<file path="src/rtl/math_mult_ctrl_pkg.sv">
// Shared state type and sizing helper for the shared multiplier controller.
package math_mult_ctrl_pkg;

    typedef enum logic [1:0] {IDLE, SETTLE, DONE} mult_ctrl_state_t;

    // Width needed to hold 0..value-1, never less than one bit.
    function automatic int min1_clog2(input int value);
        return (value <= 2) ? 1 : $clog2(value);
    endfunction

endpackage

</file>
<file path="src/rtl/math_mult_ctrl_rr_arb.sv">
// Combinational round-robin pick: lowest request at or above ptr, else lowest request overall.
module math_mult_ctrl_rr_arb #(
    parameter int M    = 4,
    parameter int ID_W = 2
) (
    input  logic [M-1:0]    req,
    input  logic [ID_W-1:0] ptr,
    output logic [M-1:0]    grant,
    output logic [ID_W-1:0] idx,
    output logic            any
);

    logic [M-1:0] masked;
    logic [M-1:0] cand;

    always_comb begin
        masked = '0;
        for (int i = 0; i < M; i++) begin
            masked[i] = req[i] && (i >= int'(ptr));
        end
        cand = (|masked) ? masked : req;
        idx  = '0;
        for (int i = M - 1; i >= 0; i--) begin
            if (cand[i]) idx = ID_W'(i);
        end
        any   = |req;
        grant = '0;
        if (any) grant[idx] = 1'b1;
    end

endmodule

</file>
<file path="src/rtl/math_multiplier_carry_save.sv">
// Combinational unsigned N x N array multiplier: partial products folded through 3:2 carry-save rows.
module math_multiplier_carry_save #(
    parameter int N = 8
) (
    input  logic [N-1:0]   a,
    input  logic [N-1:0]   b,
    output logic [2*N-1:0] p
);

    logic [2*N-1:0] sum;
    logic [2*N-1:0] carry;
    logic [2*N-1:0] pp;
    logic [2*N-1:0] sum_nxt;

    // Carries shifted past bit 2N-1 are always zero for an exact N x N product.
    always_comb begin
        sum     = '0;
        carry   = '0;
        pp      = '0;
        sum_nxt = '0;
        for (int i = 0; i < N; i++) begin
            pp      = b[i] ? ({{N{1'b0}}, a} << i) : '0;
            sum_nxt = sum ^ carry ^ pp;
            carry   = ((sum & carry) | (sum & pp) | (carry & pp)) << 1;
            sum     = sum_nxt;
        end
        p = sum + carry;
    end

endmodule

</file>
<file path="src/rtl/math_multiplier_shared_ctrl.sv">
// Shares one carry-save multiplier array between M round-robin requesters with a multicycle settle window.
// Optional define MATH_MULT_CTRL_STATS_EN adds saturating result-handshake and stall counters.
module math_multiplier_shared_ctrl
    import math_mult_ctrl_pkg::*;
#(
    parameter int N             = 8,
    parameter int M             = 4,
    parameter int SETTLE_CYCLES = 2
) (
    input  logic                        i_clk,
    input  logic                        i_rst,
    input  logic [M-1:0]                i_req_valid,
    input  logic [M*N-1:0]              i_req_a,
    input  logic [M*N-1:0]              i_req_b,
    output logic [M-1:0]                ow_req_ready,
    input  logic                        i_result_ready,
    output logic                        o_result_valid,
    output logic [2*N-1:0]              o_result,
    output logic [min1_clog2(M)-1:0]    o_result_id,
    output logic                        o_busy
`ifdef MATH_MULT_CTRL_STATS_EN
    ,
    output logic [31:0]                 o_op_count,
    output logic [31:0]                 o_stall_count
`endif
);

    localparam int ID_W  = min1_clog2(M);
    localparam int CNT_W = min1_clog2(SETTLE_CYCLES);

    mult_ctrl_state_t state, state_nxt;
    logic [CNT_W-1:0] cnt;
    logic [ID_W-1:0]  rr_ptr;
    logic [ID_W-1:0]  op_id;
    logic [N-1:0]     op_a;
    logic [N-1:0]     op_b;
    logic [M-1:0]     pick_grant;
    logic [ID_W-1:0]  pick_idx;
    logic             pick_any;
    logic             accept;
    logic             take;
    logic [2*N-1:0]   product;

    math_mult_ctrl_rr_arb #(.M(M), .ID_W(ID_W)) u_arb (
        .req   (i_req_valid),
        .ptr   (rr_ptr),
        .grant (pick_grant),
        .idx   (pick_idx),
        .any   (pick_any)
    );

    // The array only ever sees the captured operands, so its path is multicycle.
    math_multiplier_carry_save #(.N(N)) u_array (
        .a (op_a),
        .b (op_b),
        .p (product)
    );

    always_comb begin
        state_nxt = state;
        accept    = 1'b0;
        case (state)
            IDLE: begin
                accept = !i_rst;
                if (pick_any) state_nxt = SETTLE;
            end
            SETTLE: begin
                if (cnt == '0) state_nxt = DONE;
            end
            DONE: begin
                if (i_result_ready) begin
                    accept    = !i_rst;
                    state_nxt = pick_any ? SETTLE : IDLE;
                end
            end
            default: state_nxt = IDLE;
        endcase
        take         = accept && pick_any;
        ow_req_ready = accept ? pick_grant : '0;
        o_busy       = (state != IDLE);
    end

    always_ff @(posedge i_clk or posedge i_rst) begin
        if (i_rst) begin
            state          <= IDLE;
            cnt            <= '0;
            rr_ptr         <= '0;
            op_a           <= '0;
            op_b           <= '0;
            op_id          <= '0;
            o_result       <= '0;
            o_result_id    <= '0;
            o_result_valid <= 1'b0;
        end else begin
            state <= state_nxt;
            if (take) begin
                op_a   <= i_req_a[int'(pick_idx)*N +: N];
                op_b   <= i_req_b[int'(pick_idx)*N +: N];
                op_id  <= pick_idx;
                rr_ptr <= (int'(pick_idx) == M - 1) ? '0 : pick_idx + 1'b1;
                cnt    <= CNT_W'(SETTLE_CYCLES - 1);
            end else if (state == SETTLE && cnt != '0) begin
                cnt <= cnt - 1'b1;
            end
            if (state == SETTLE && cnt == '0) begin
                o_result       <= product;
                o_result_id    <= op_id;
                o_result_valid <= 1'b1;
            end else if (state == DONE && i_result_ready) begin
                o_result_valid <= 1'b0;
            end
        end
    end

`ifdef MATH_MULT_CTRL_STATS_EN
    localparam logic [31:0] CNT_MAX = '1;

    always_ff @(posedge i_clk or posedge i_rst) begin
        if (i_rst) begin
            o_op_count    <= '0;
            o_stall_count <= '0;
        end else begin
            if (o_result_valid && i_result_ready && o_op_count != CNT_MAX)
                o_op_count <= o_op_count + 1'b1;
            if (o_result_valid && !i_result_ready && o_stall_count != CNT_MAX)
                o_stall_count <= o_stall_count + 1'b1;
        end
    end
`endif

endmodule

</file>
<file path="config.mk">
export PLATFORM = sky130hd
export DESIGN_NAME = math_multiplier_shared_ctrl
export DESIGN_NICKNAME = d
export VERILOG_FILES = /design/src/rtl/math_mult_ctrl_pkg.sv /design/src/rtl/math_mult_ctrl_rr_arb.sv /design/src/rtl/math_multiplier_carry_save.sv /design/src/rtl/math_multiplier_shared_ctrl.sv
export SDC_FILE = /design/constraint.sdc
export NUM_CORES = 1
export LEC_CHECK = 0
export ABC_AREA = 1
export ABC_CLOCK_PERIOD_IN_PS = 13200
export CAP_MARGIN = 10
export CELL_PAD_IN_SITES_DETAIL_PLACEMENT = 0
export CELL_PAD_IN_SITES_GLOBAL_PLACEMENT = 1
export CORE_ASPECT_RATIO = 1.1
export CORE_MARGIN = 1.5
export CORE_UTILIZATION = 40
export CTS_BUF_LIST = sky130_fd_sc_hd__clkbuf_4 sky130_fd_sc_hd__clkbuf_8 sky130_fd_sc_hd__clkbuf_16
export DETAILED_ROUTE_END_ITERATION = 12
export GPL_TIMING_DRIVEN = 0
export PLACE_DENSITY_LB_ADDON = 0.1
export SYNTH_ARGS = -nofsm -noshare
export SYNTH_HDL_FRONTEND = slang
export SYNTH_SLANG_ARGS = --single-unit
</file>
<file path="constraint.sdc">
create_clock -name i_clk -period 13.2 [get_ports i_clk]
set_input_delay 2.64 -clock i_clk [delete_from_list [all_inputs] [get_ports i_clk]]
set_output_delay 2.64 -clock i_clk [all_outputs]
set_load 0.01 [all_outputs]
</file>
# ---- Word level (Yosys, flattened, before mapping)
# Cells that the tools add are included.
dict set report word_totals {
  register_bits 42
  input_bits 71
  out_inout_bits 24
  word_cells 115
}
dict set report classes {
  addsub 3
  n_lt_le_gt_ge 5
  eq_ne 6
  shifts 2
  muxes 29
  bitwise_logic 45
  reduce_logical 16
}
# operator n
set op_table {}
lappend op_table {{$and A15 B15 Y15} 14}
lappend op_table {{$or A15 B15 Y15} 12}
lappend op_table {{$xor A16 B16 Y16} 6}
lappend op_table {{$shiftx A32 B6 Y8} 2}
lappend op_table {{$and A15 B13 Y15} 2}
lappend op_table {{$and A15 B14 Y15} 2}
lappend op_table {{$add A16 B16 Y16} 1}
lappend op_table {{$mux W2} 8}
lappend op_table {{$xor A16 B10 Y16} 1}
lappend op_table {{$xor A16 B11 Y16} 1}
lappend op_table {{$xor A16 B12 Y16} 1}
lappend op_table {{$xor A16 B13 Y16} 1}
lappend op_table {{$xor A16 B14 Y16} 1}
lappend op_table {{$xor A16 B15 Y16} 1}
lappend op_table {{$mux W15} 1}
lappend op_table {{$mux W14} 1}
lappend op_table {{$mux W13} 1}
lappend op_table {{$mux W12} 1}
lappend op_table {{$mux W11} 1}
lappend op_table {{$mux W10} 1}
lappend op_table {{$and A8 B9 Y9} 1}
lappend op_table {{$mux W9} 1}
lappend op_table {{$xor A8 B9 Y9} 1}
lappend op_table {{$logic_and A1 B1 Y1} 8}
lappend op_table {{other kinds (22)} 36}

# ---- Logic depth before layout (Yosys ltp)
dict set report depth {
  depth_word 21
  mapped_depth 20
  mapped_depth_nobuf 19
}

# ---- By module
# A second synthesis with hierarchy kept.
dict set report unflattened {
  hier_cells 563
  hier_area_um2 4131.5
}
# module instances cells_per_inst area_each_um2 seq_area_each_um2
set by_module_without_submodules {}
lappend by_module_without_submodules {math_multiplier_shared_ctrl 1 302 2277.2 1051.0}
lappend by_module_without_submodules {math_multiplier_carry_save 1 231 1725.4 0.0}
lappend by_module_without_submodules {math_mult_ctrl_rr_arb 1 30 128.9 0.0}

# ---- Worst setup path after synthesis
# Ideal clock, no wire load.
dict set report synth_path {
  kind {in2out}
  from {input port i_rst}
  to {output port ow_req_ready[0]}
  arrival_time_ns 4.246
  required_ns 10.560
  setup_slack_ns 6.314
  cell_stages 3
  n_path_buf 0
  path_cell_list {inv_1 > o211ai_1 > nor2_1}
}
dict set report synth_between {
  elab_chain_cells 4
}
# item line_no
set synth_lines {}
lappend synth_lines {{from (decl)} math_multiplier_shared_ctrl.sv:11} ;# input logic i_rst,
lappend synth_lines {{$logic_not A1 Y1 (no source line) *} -}
lappend synth_lines {{$mux W1} math_multiplier_shared_ctrl.sv:71} ;# if (i_result_ready) begin
lappend synth_lines {{$pmux W1 S2 *} math_multiplier_shared_ctrl.sv:62} ;# case (state)
lappend synth_lines {{$mux W4 *} math_multiplier_shared_ctrl.sv:79} ;# ow_req_ready = accept ? pick_grant : '0;
lappend synth_lines {{to (decl)} math_multiplier_shared_ctrl.sv:15} ;# output logic [M-1:0] ow_req_ready,
# Mark *: on every way between the ends. The rest lies on a longest branch, timed or not.

# ---- Worst setup path after layout
# Same ends and word-level chain as after synthesis.

==> reports/qor.yml <==
route.detailed.wl_per_inst_um: 11.3
synth.area.top_cells: "sky130_fd_sc_hd__dfrtp_1, sky130_fd_sc_hd__fa_1, sky130_fd_sc_hd__nand2_1"
postSynthCellCount: 586
async_flop_share_pct: 100
rsz0062_at_grt: "no"
drt-initial-drc-count: 110
yosysMostFrequentCell: "sky130_fd_sc_hd__nand2_1"
row_count: 39
initial_util_pct: 40.9
detail_route.drc_violations: 0
syn-cell-area_um2: 4230
max-vdd-ir-drop_mv: 0.121
die_w_um: 101
design.portCount: 95
detail-route-antenna-nets: 0
filler_cell_count: 1055
timing.rr.start: "op_b[0]"
max_freq_ghz: 0.133
timing.slew.headroom_pct: 41.6
outcome: "complete, no violations"
detailroute.via_count: 3757
grt_pass1_wl_um: 16100
globalRoute.totalOverflow: 0
clock_root_buffer: "sky130_fd_sc_hd__clkbuf_16"
clock_tree.htree_level_count: 2
final_net_count: 819
critical_path_arrival_ns: 4.89
setup_viol: 0
portBuffers: 94
ys_top_cells_by_count: "sky130_fd_sc_hd__nand2_1, sky130_fd_sc_hd__inv_1, sky130_fd_sc_hd__nand3_1"
drive_gt1_share_pct: 6.10
cts_inserted_buffers: 5
dp.final_hpwl_um: 7950
die_area_um2: 11200
worstHoldPathType: "flop to flop"
firstDrtPassIters: 4
postCtsResizedCells: 0
die-height_um: 111
synth_nets: 718
tritoncts_num_sinks: 42
antenna_found_initial: 0
post_synth_edffs: 0
max_slew.worst_pin.slew_ns: 0.875
power.total_mw: 1.33
syn2layout_area_growth_pct: 30.1
cts_setup_buffers: 0
timing.critical_path.from_type: "input pin"
synth-main-ff-cell: "sky130_fd_sc_hd__dfrtp_1"
leakage_nw: 2.78
wirelength_um: 9350
synthDominantAreaCellType: "sky130_fd_sc_hd__dfrtp_1"
ctsLongestPathBuffers: 2
vias_in_the_first_global_route: 3676
timing.max_cap.violations: 0
netlist.area_leader.share_pct: 24.8
finalWeightedCongestion: 0.813
clk-insertion-delay-late_ns: 0.29
critical_path_peak_fanout: 43
cts_hold_repair.buffers: 0
p_per_area_nw_per_um2: 241
min_from: "o_result[3]"
final.period_utilization_pct: 57.0
cts.reportedPaths.clkPinSlew_ns: 0.05
crit_path_category: "input pin to primary output"
core-area_um2: 10300
antennaDiodeCount: 0
layout_min_cycle_time_ns: 7.53
routed_via_density: 4.52
tritoncts: "done"
grt_max_degree: 44
seq_area_frac_synth_pct: 24.8
crit_path_start: "i_rst"
avgSynthCellArea_um2: 7.22
finClkSkew_ns: 0.00776
hold_viol: 0
ys_warn_count: 0
count_of_cell_types_in_the_netlist: 33
grtUsageTotal_pct: 17.9
worst_setup_path_end_kind: "primary output"
fin_tns_setup_ns: 0
critical_path_required_ns: 10.56
post-route-util_pct: 53.2
postSynthRegisterBits: 42
drv_slew: 0
[stage by stage]
stage | instance area, µm² | setup WS [ns] | instances | hold WS (ns)
floorplan | 4230 | 6.31 | 586 | 0.443
global placement | 5350 | 4.91 | 823 | 0.463
CTS | 5510 | 5.56 | 831 | 0.483
detailed placement | 5350 | 5.56 | 823 | 0.466
finish | 5510 | 5.67 | 831 | 0.480
global route | 5510 | 5.35 | 831 | 0.491
[final timing paths]
path	end	slack, ns	cells past startpoint
min in group asynchronous	o_result[9]	2.86	2
worst max register to register	o_result[14]	7.67	19
worst min register to register	o_result[3]	0.48	2
max in group asynchronous	op_a[1]	9.79	2
worst min-delay path	o_result[3]	0.48	2
worst max-delay path	ow_req_ready[0]	5.67	5
[state kept, by name, indices dropped and copies added, names as in the netlist]
name / cells
o_result: 16
op_a: 8
op_b: 8
o_result_id: 2
op_id: 2
rr_ptr: 2
state: 2
cnt: 1
o_result_valid: 1
[layout make-up]
cell class | instances | area [µm²] | share of cell area, %
clock buffer | 7 | 146 | 2.66
timing repair buffer | 94 | 941 | 17.1
inverter | 119 | 447 | 8.11
clock inverter | 1 | 8.76 | 0.159
multi-input combinational | 393 | 2590 | 47.0
buffer | 32 | 149 | 2.70
sequential | 42 | 1050 | 19.1
tap | 143 | 179 | 3.25
[worst max-delay path: stages]
cell and delay (ns):
sky130_fd_sc_hd__clkdlybuf4s50_1 0.41, sky130_fd_sc_hd__inv_2 0.64, sky130_fd_sc_hd__o211ai_1 0.44, sky130_fd_sc_hd__nor2_1 0.19, sky130_fd_sc_hd__clkdlybuf4s50_1 0.55
[layer usage]
metal	global-route usage, %	vias to the layer above	wire (µm)	share of wire (%)
li1	-	1943	-	-
met1	22.1	1717	4110	44
met2	31.1	88	4680	50
met3	3.15	9	376	4.0
met4	5.65	0	177	1.9
met5	0	-	0	0
[power breakdown]
part | switching [mW] | internal, mW | total (mW) | leakage [nW]
Sequential | 0.0232 | 0.191 | 0.214 | 0.521
Combinational | 0.572 | 0.417 | 0.989 | 2.18
Clock | 0.0488 | 0.0780 | 0.127 | 0.0779
Total | 0.644 | 0.686 | 1.33 | 2.78
[placed cells by master, fill, tap and decap left out, drive strengths merged]
cell           count
nand4              4
o21bai             1
clkdlybuf4s50     94
or2               10
a31oi              1
nor2              18
o21a               1
clkbuf            26
o21ai             16
nand3             69
xor2               2
buf               13
ha                18
a21oi              3
o211ai             1
a32o               1
inv              120
nand2            201
xnor2              2
fa                43
a21o               1
a21boi             1
dfrtp             42
[cell families (layout without fill, tap and decap cells)]
kind of cell / after synthesis / count (layout) / share of synthesized area [%]
xor+xnor: 4 / 4 / 0.828
flops: 42 / 42 / 24.8
simple gates: 302 / 302 / 31.1
compound gates: 26 / 26 / 3.52
fa+ha+maj: 61 / 61 / 25.7
buf+inv: 151 / 253 / 14.1
(Power assumes the default switching activity.)
==> variant 1, RTL diff (config.mk and constraints unchanged) <==
Build with the macro `MATH_MULT_CTRL_STATS_EN` defined.
--- a/src/rtl/math_multiplier_shared_ctrl.sv
+++ b/src/rtl/math_multiplier_shared_ctrl.sv
@@ -2,2 +2,4 @@
 // Optional define MATH_MULT_CTRL_STATS_EN adds saturating result-handshake and stall counters.
+`define MATH_MULT_CTRL_STATS_EN
+
 module math_multiplier_shared_ctrl
New outputs: o_op_count and o_stall_count. Check against the original RTL: not settled (the Yosys comparison gave no result); the edit may change what the design does.
==> variant 1 against the unedited design <==
Sequential cell count rose by 64. Setup slack got worse by 0.14 ns. Power rose by 40%. Synthesized cell count rose by 100%. Design area rose by 93%. Count of clock-buffer cells in the layout rose by 4. Critical path type unchanged. Highest routed layer unchanged. Area after synthesis rose by 98%. First-iteration DRC count rose to 3.4 times the old value. Via count rose by 110%. Wire length rose by 140%. Combinational power rose by 11%.
==> variant 1: results (changes against the unedited design) <==
| Metric | Value |
|---|---|
| Status | finished clean (unchanged) |
| Top cells by area, synth | dfrtp_1, nand2_1, fa_1 (was dfrtp_1, fa_1, nand2_1) |
| Share of cells above drive strength 1 | 0.0516 (was 0.0610) |
| Largest fanout on the critical path | 11 (was 43) |
| Starting DRT DRC Count | 377 (was 110) |
| Drt wl/cell | 13.9 µm (was 11.3 µm) |
| Clk buf depth | 2 (unchanged) |
| Share of flip-flops with an asynchronous set or reset | 1.00 (unchanged) |
| Clock skew | 0.0170 ns (was 0.00776 ns) |
| Area post-placement | 0.0103 mm² (was 0.00535 mm²) |
| Register area share after synthesis | 0.316 (was 0.248) |
| Ant. Diodes | 0 (unchanged) |
| Leakage power | 0.00517 µW (was 0.00278 µW) |
| # port buffers | 158 (was 94) |
| Final Wtd Congestion | 0.853 (was 0.813) |
| Peak supply drop | 0.111 mV (was 0.121 mV) |
| WP data arrival | 5.03 ns (was 4.89 ns) |
| Reg clk slew, reported paths | 0.07 ns (was 0.05 ns) |
| Layout Nets | 1504 (was 819) |
| CTS H-tree lvls | 3 (was 2) |
| Vias per inst | 4.79 (was 4.52) |
| First-pass GRT wire length | 38.3 mm (was 16.1 mm) |
| Syn_nets | 1334 (was 718) |
| Largest regs | o_op_count (32), o_stall_count (32), o_result (16) (was o_result (16), op_a (8), op_b (8)) |
| Fill cells | 2105 (was 1055) |
| Number of gates resized after CTS | 0 (unchanged) |
| Num CTS Buffers | 9 (was 5) |
| Slew HR | 0.588 (was 0.416) |
| Netlist cell types | 40 (was 33) |
| Total GRT Usage | 0.220 (was 0.179) |
| Worst-Skew Late Latency | 0.36 ns (was 0.29 ns) |
| DP Wirelength | 18.1 mm (was 7.95 mm) |
| CTS root buffer | clkbuf_16 (unchanged) |
| Largest net degree at the start of global routing | 63 (was 44) |
| Drt pass-1 iters | 5 (was 4) |
| Synth cell count leaders | nand2_1, inv_1, dfrtp_1, nand3_1, nor2_1 (was nand2_1, inv_1, nand3_1, fa_1, dfrtp_1) |
| Number of global-route vias before repair | 7699 (was 3676) |
| DP Worst Slack | 5.49 ns (was 5.56 ns) |
-- variant 1: changes by cell type after synthesis, moves of 8 or more --
cell | before | now
nand2_1 | 197 | 486
dfrtp_1 | 42 | 106
nor2_1 | 11 | 74
inv_1 | 115 | 170
xor2_1 | 2 | 33
nor3_1 | 0 | 28
nand3_1 | 67 | 89
xnor2_1 | 2 | 16
nand4_1 | 4 | 14
o21ai_0 | 14 | 24
o21ai_2 | 0 | 8
-- variant 1: per-layer routing --
metal / vias to the layer above / GRT usage / share of wire
li1: 3990 / - / -
met1: 3648 / 0.276 / 0.45
met2: 141 / 0.393 / 0.50
met3: 31 / 0.0266 / 0.033
met4: 0 / 0.0719 / 0.022
met5: - / 0 / 0
-- variant 1: final cells by class --
type | instances | area (µm²) | area share
Multi-Input combinational cell | 875 | 4830 | 0.454
Sequential cell | 106 | 2650 | 0.249
Timing Repair Buffer | 159 | 1610 | 0.151
Inverter | 173 | 652 | 0.0612
Tap cell | 256 | 320 | 0.0301
Clock buffer | 11 | 246 | 0.0232
Buffer | 46 | 246 | 0.0232
Clock inverter | 5 | 85.1 | 0.00799
-- variant 1: report_power, final --
group	internal, µW	switching, µW	total (µW)
logic	455	646	1100
clock network	175	130	305
registers	401	53.1	454
-- variant 1: worst max-delay path, stage by stage --
cell             delay [ns]
clkdlybuf4s50_1        0.60
inv_2                  0.06
nor2_1                 0.08
nor2_1                 0.07
nor2_4                 0.17
nand3_2                0.20
buf_2                  0.27
inv_1                  0.11
ha_1                   0.15
nand2_1                0.05
nor2_1                 0.10
clkdlybuf4s50_1        0.54
-- variant 1: kinds of logic (layout without fill, tap and decap cells) --
group | count (synthesis) | after routing | synth area share
buffers and inverters | 219 | 394 | 0.107
adder cells (fa/ha/maj) | 63 | 63 | 0.133
flip-flops | 106 | 106 | 0.316
XOR/XNOR | 49 | 49 | 0.0512
AND/OR/NAND/NOR | 718 | 718 | 0.359
AO/OA/AOI/OAI | 45 | 45 | 0.0337
-- variant 1: final timing paths --
kind	startpoint	end	slack, ns	cells past startpoint
worst max-delay path	i_req_valid[1]	ow_req_ready[3]	5.53	12
worst min-delay path	op_id[0]	o_result_id[0]	0.48	2
worst max register to register	op_a[6]	o_result[12]	7.68	20
worst min register to register	op_id[0]	o_result_id[0]	0.48	2
max in group asynchronous	i_rst	o_result[15]	9.76	3
min in group asynchronous	i_rst	o_stall_count[9]	2.71	2
-- variant 1: per-stage QoR --
stage	util	instances	total power (µW)
5_1_grt	0.517	1631	2080
3_3_place_gp	0.500	1614	1560
4_1_cts	0.517	1631	1900
6_report	0.517	1631	1860
3_5_place_dp	0.501	1615	1580
2_1_floorplan	-	1200	1240
==> variant 2, RTL diff (config.mk and constraints unchanged) <==
Made on the original files. `M` is set to 4 in 2 places; all go to 3.
--- a/src/rtl/math_mult_ctrl_rr_arb.sv
+++ b/src/rtl/math_mult_ctrl_rr_arb.sv
@@ -2,3 +2,3 @@
 module math_mult_ctrl_rr_arb #(
-    parameter int M    = 4,
+    parameter int M    = 3,
     parameter int ID_W = 2
--- a/src/rtl/math_multiplier_shared_ctrl.sv
+++ b/src/rtl/math_multiplier_shared_ctrl.sv
@@ -6,3 +6,3 @@
     parameter int N             = 8,
-    parameter int M             = 4,
+    parameter int M             = 3,
     parameter int SETTLE_CYCLES = 2
Ports: changed (resized i_req_a, i_req_b, i_req_valid and ow_req_ready); port bits go from 95 to 77. No check against the original RTL was run, so the function may have changed too.
==> variant 2 against the unedited design <==
Wire length down 7.6%. Cell count down 15%. Area after synthesis down 7.3%. Sequential cell count unchanged. First-iteration DRC count down 23%. Critical path type unchanged. Setup slack better by 0.23 ns. Global-route usage down 0.31 points. Fmax up 3.2%. Design area down 9.9%. Via count down 11%.
Power is left out: the tool's default activity adds up to more than one toggle a clock period on the data nets, which glitch-free logic cannot reach.
==> variant 2: results (changes against the unedited design) <==
| Metric | Value |
|---|---|
| Starting DRT DRC Count | 85 (was 110) |
| Synth Area in Adders | 0.264 (was 0.257) |
| Area of the multi-input gates | 0.00249 mm² (was 0.00259 mm²) |
| Drt wl/cell | 12.2 µm (was 11.3 µm) |
| First-pass GRT wire length | 14.8 mm (was 16.1 mm) |
| Min-Delay Path Class | flip-flop to flip-flop (unchanged) |
| Post-synthesis xor/xnor area fraction | 0.00223 (was 0.00828) |
| Vias per inst | 4.69 (was 4.52) |
| Post-synthesis compound-gate area fraction | 0.0383 (was 0.0352) |
| Largest fanout on the critical path | 10 (was 43) |
| Tap cells | 117 (was 143) |
| Area post-placement | 0.00485 mm² (was 0.00535 mm²) |
| Nonclk buf count | 105 (was 126) |
| Synth cell count leaders | nand2_1, inv_1, fa_1, dfrtp_1, nand3_1 (was nand2_1, inv_1, nand3_1, fa_1, dfrtp_1) |
| Non-CTS inverters | 64 (was 119) |
| Post-Syn Instances | 507 (was 586) |
| Layout Nets | 702 (was 819) |
| Syn_nets | 618 (was 718) |
| # port buffers | 76 (was 94) |
| Layout clock area frac | 0.0229 (was 0.0282) |
| CLK BUF | 6 (was 7) |
| Multi-input combinational gate total | 373 (was 393) |
| Reg clk slew, reported paths | 0.09 ns (was 0.05 ns) |
| Clock skew | 0.00732 ns (was 0.00776 ns) |
| Fin util | 0.526 (was 0.532) |
| Share of cells above drive strength 1 | 0.0980 (was 0.0610) |
| Register area share after synthesis | 0.268 (was 0.248) |
| CTS root buffer | clkbuf_8 (was clkbuf_16) |
| Top cells by area, synth | dfrtp_1, fa_1, nand2_1 (unchanged) |
| Total GRT Usage | 0.175 (was 0.179) |
| Netlist cell types | 30 (was 33) |
| DP Worst Slack | 5.87 ns (was 5.56 ns) |
| Status | finished clean (unchanged) |
| Fill cells | 972 (was 1055) |
| Sequential share of cell area | 0.212 (was 0.191) |
| Worst-Margin Slew | 0.495 ns (was 0.875 ns) |
| Inst Count DP | 701 (was 823) |
| Vias | 3326 (was 3757) |
| Largest net degree at the start of global routing | 41 (was 44) |
[variant 2: critical path, stage by stage]
cell and delay (ns):
clkdlybuf4s50_1 0.59, nor2_1 0.08, nand2_1 0.10, nand3_2 0.12
inv_4 0.14, buf_6 0.16, nand3_1 0.18, inv_1 0.11
clkdlybuf4s50_1 0.54
[variant 2: final timing paths]
path | cells after the start | from | slack, ns | to
min reg2reg | 2 | o_result[15] | 0.48 | o_result[15]
max in group asynchronous | 3 | i_rst | 10.24 | o_result[3]
max reg2reg | 21 | op_b[1] | 7.84 | o_result[14]
min in group asynchronous | 2 | i_rst | 2.54 | rr_ptr[1]
min | 2 | o_result[15] | 0.48 | o_result[15]
max | 9 | i_req_valid[0] | 5.91 | ow_req_ready[1]
[variant 2: layer usage]
metal,vias to the layer above,track usage,part of all wire
met1,1557,0.213,0.43
met3,8,0.0196,0.026
li1,1700,-,-
met4,0,0.0459,0.013
met5,-,0,0
met2,61,0.329,0.53
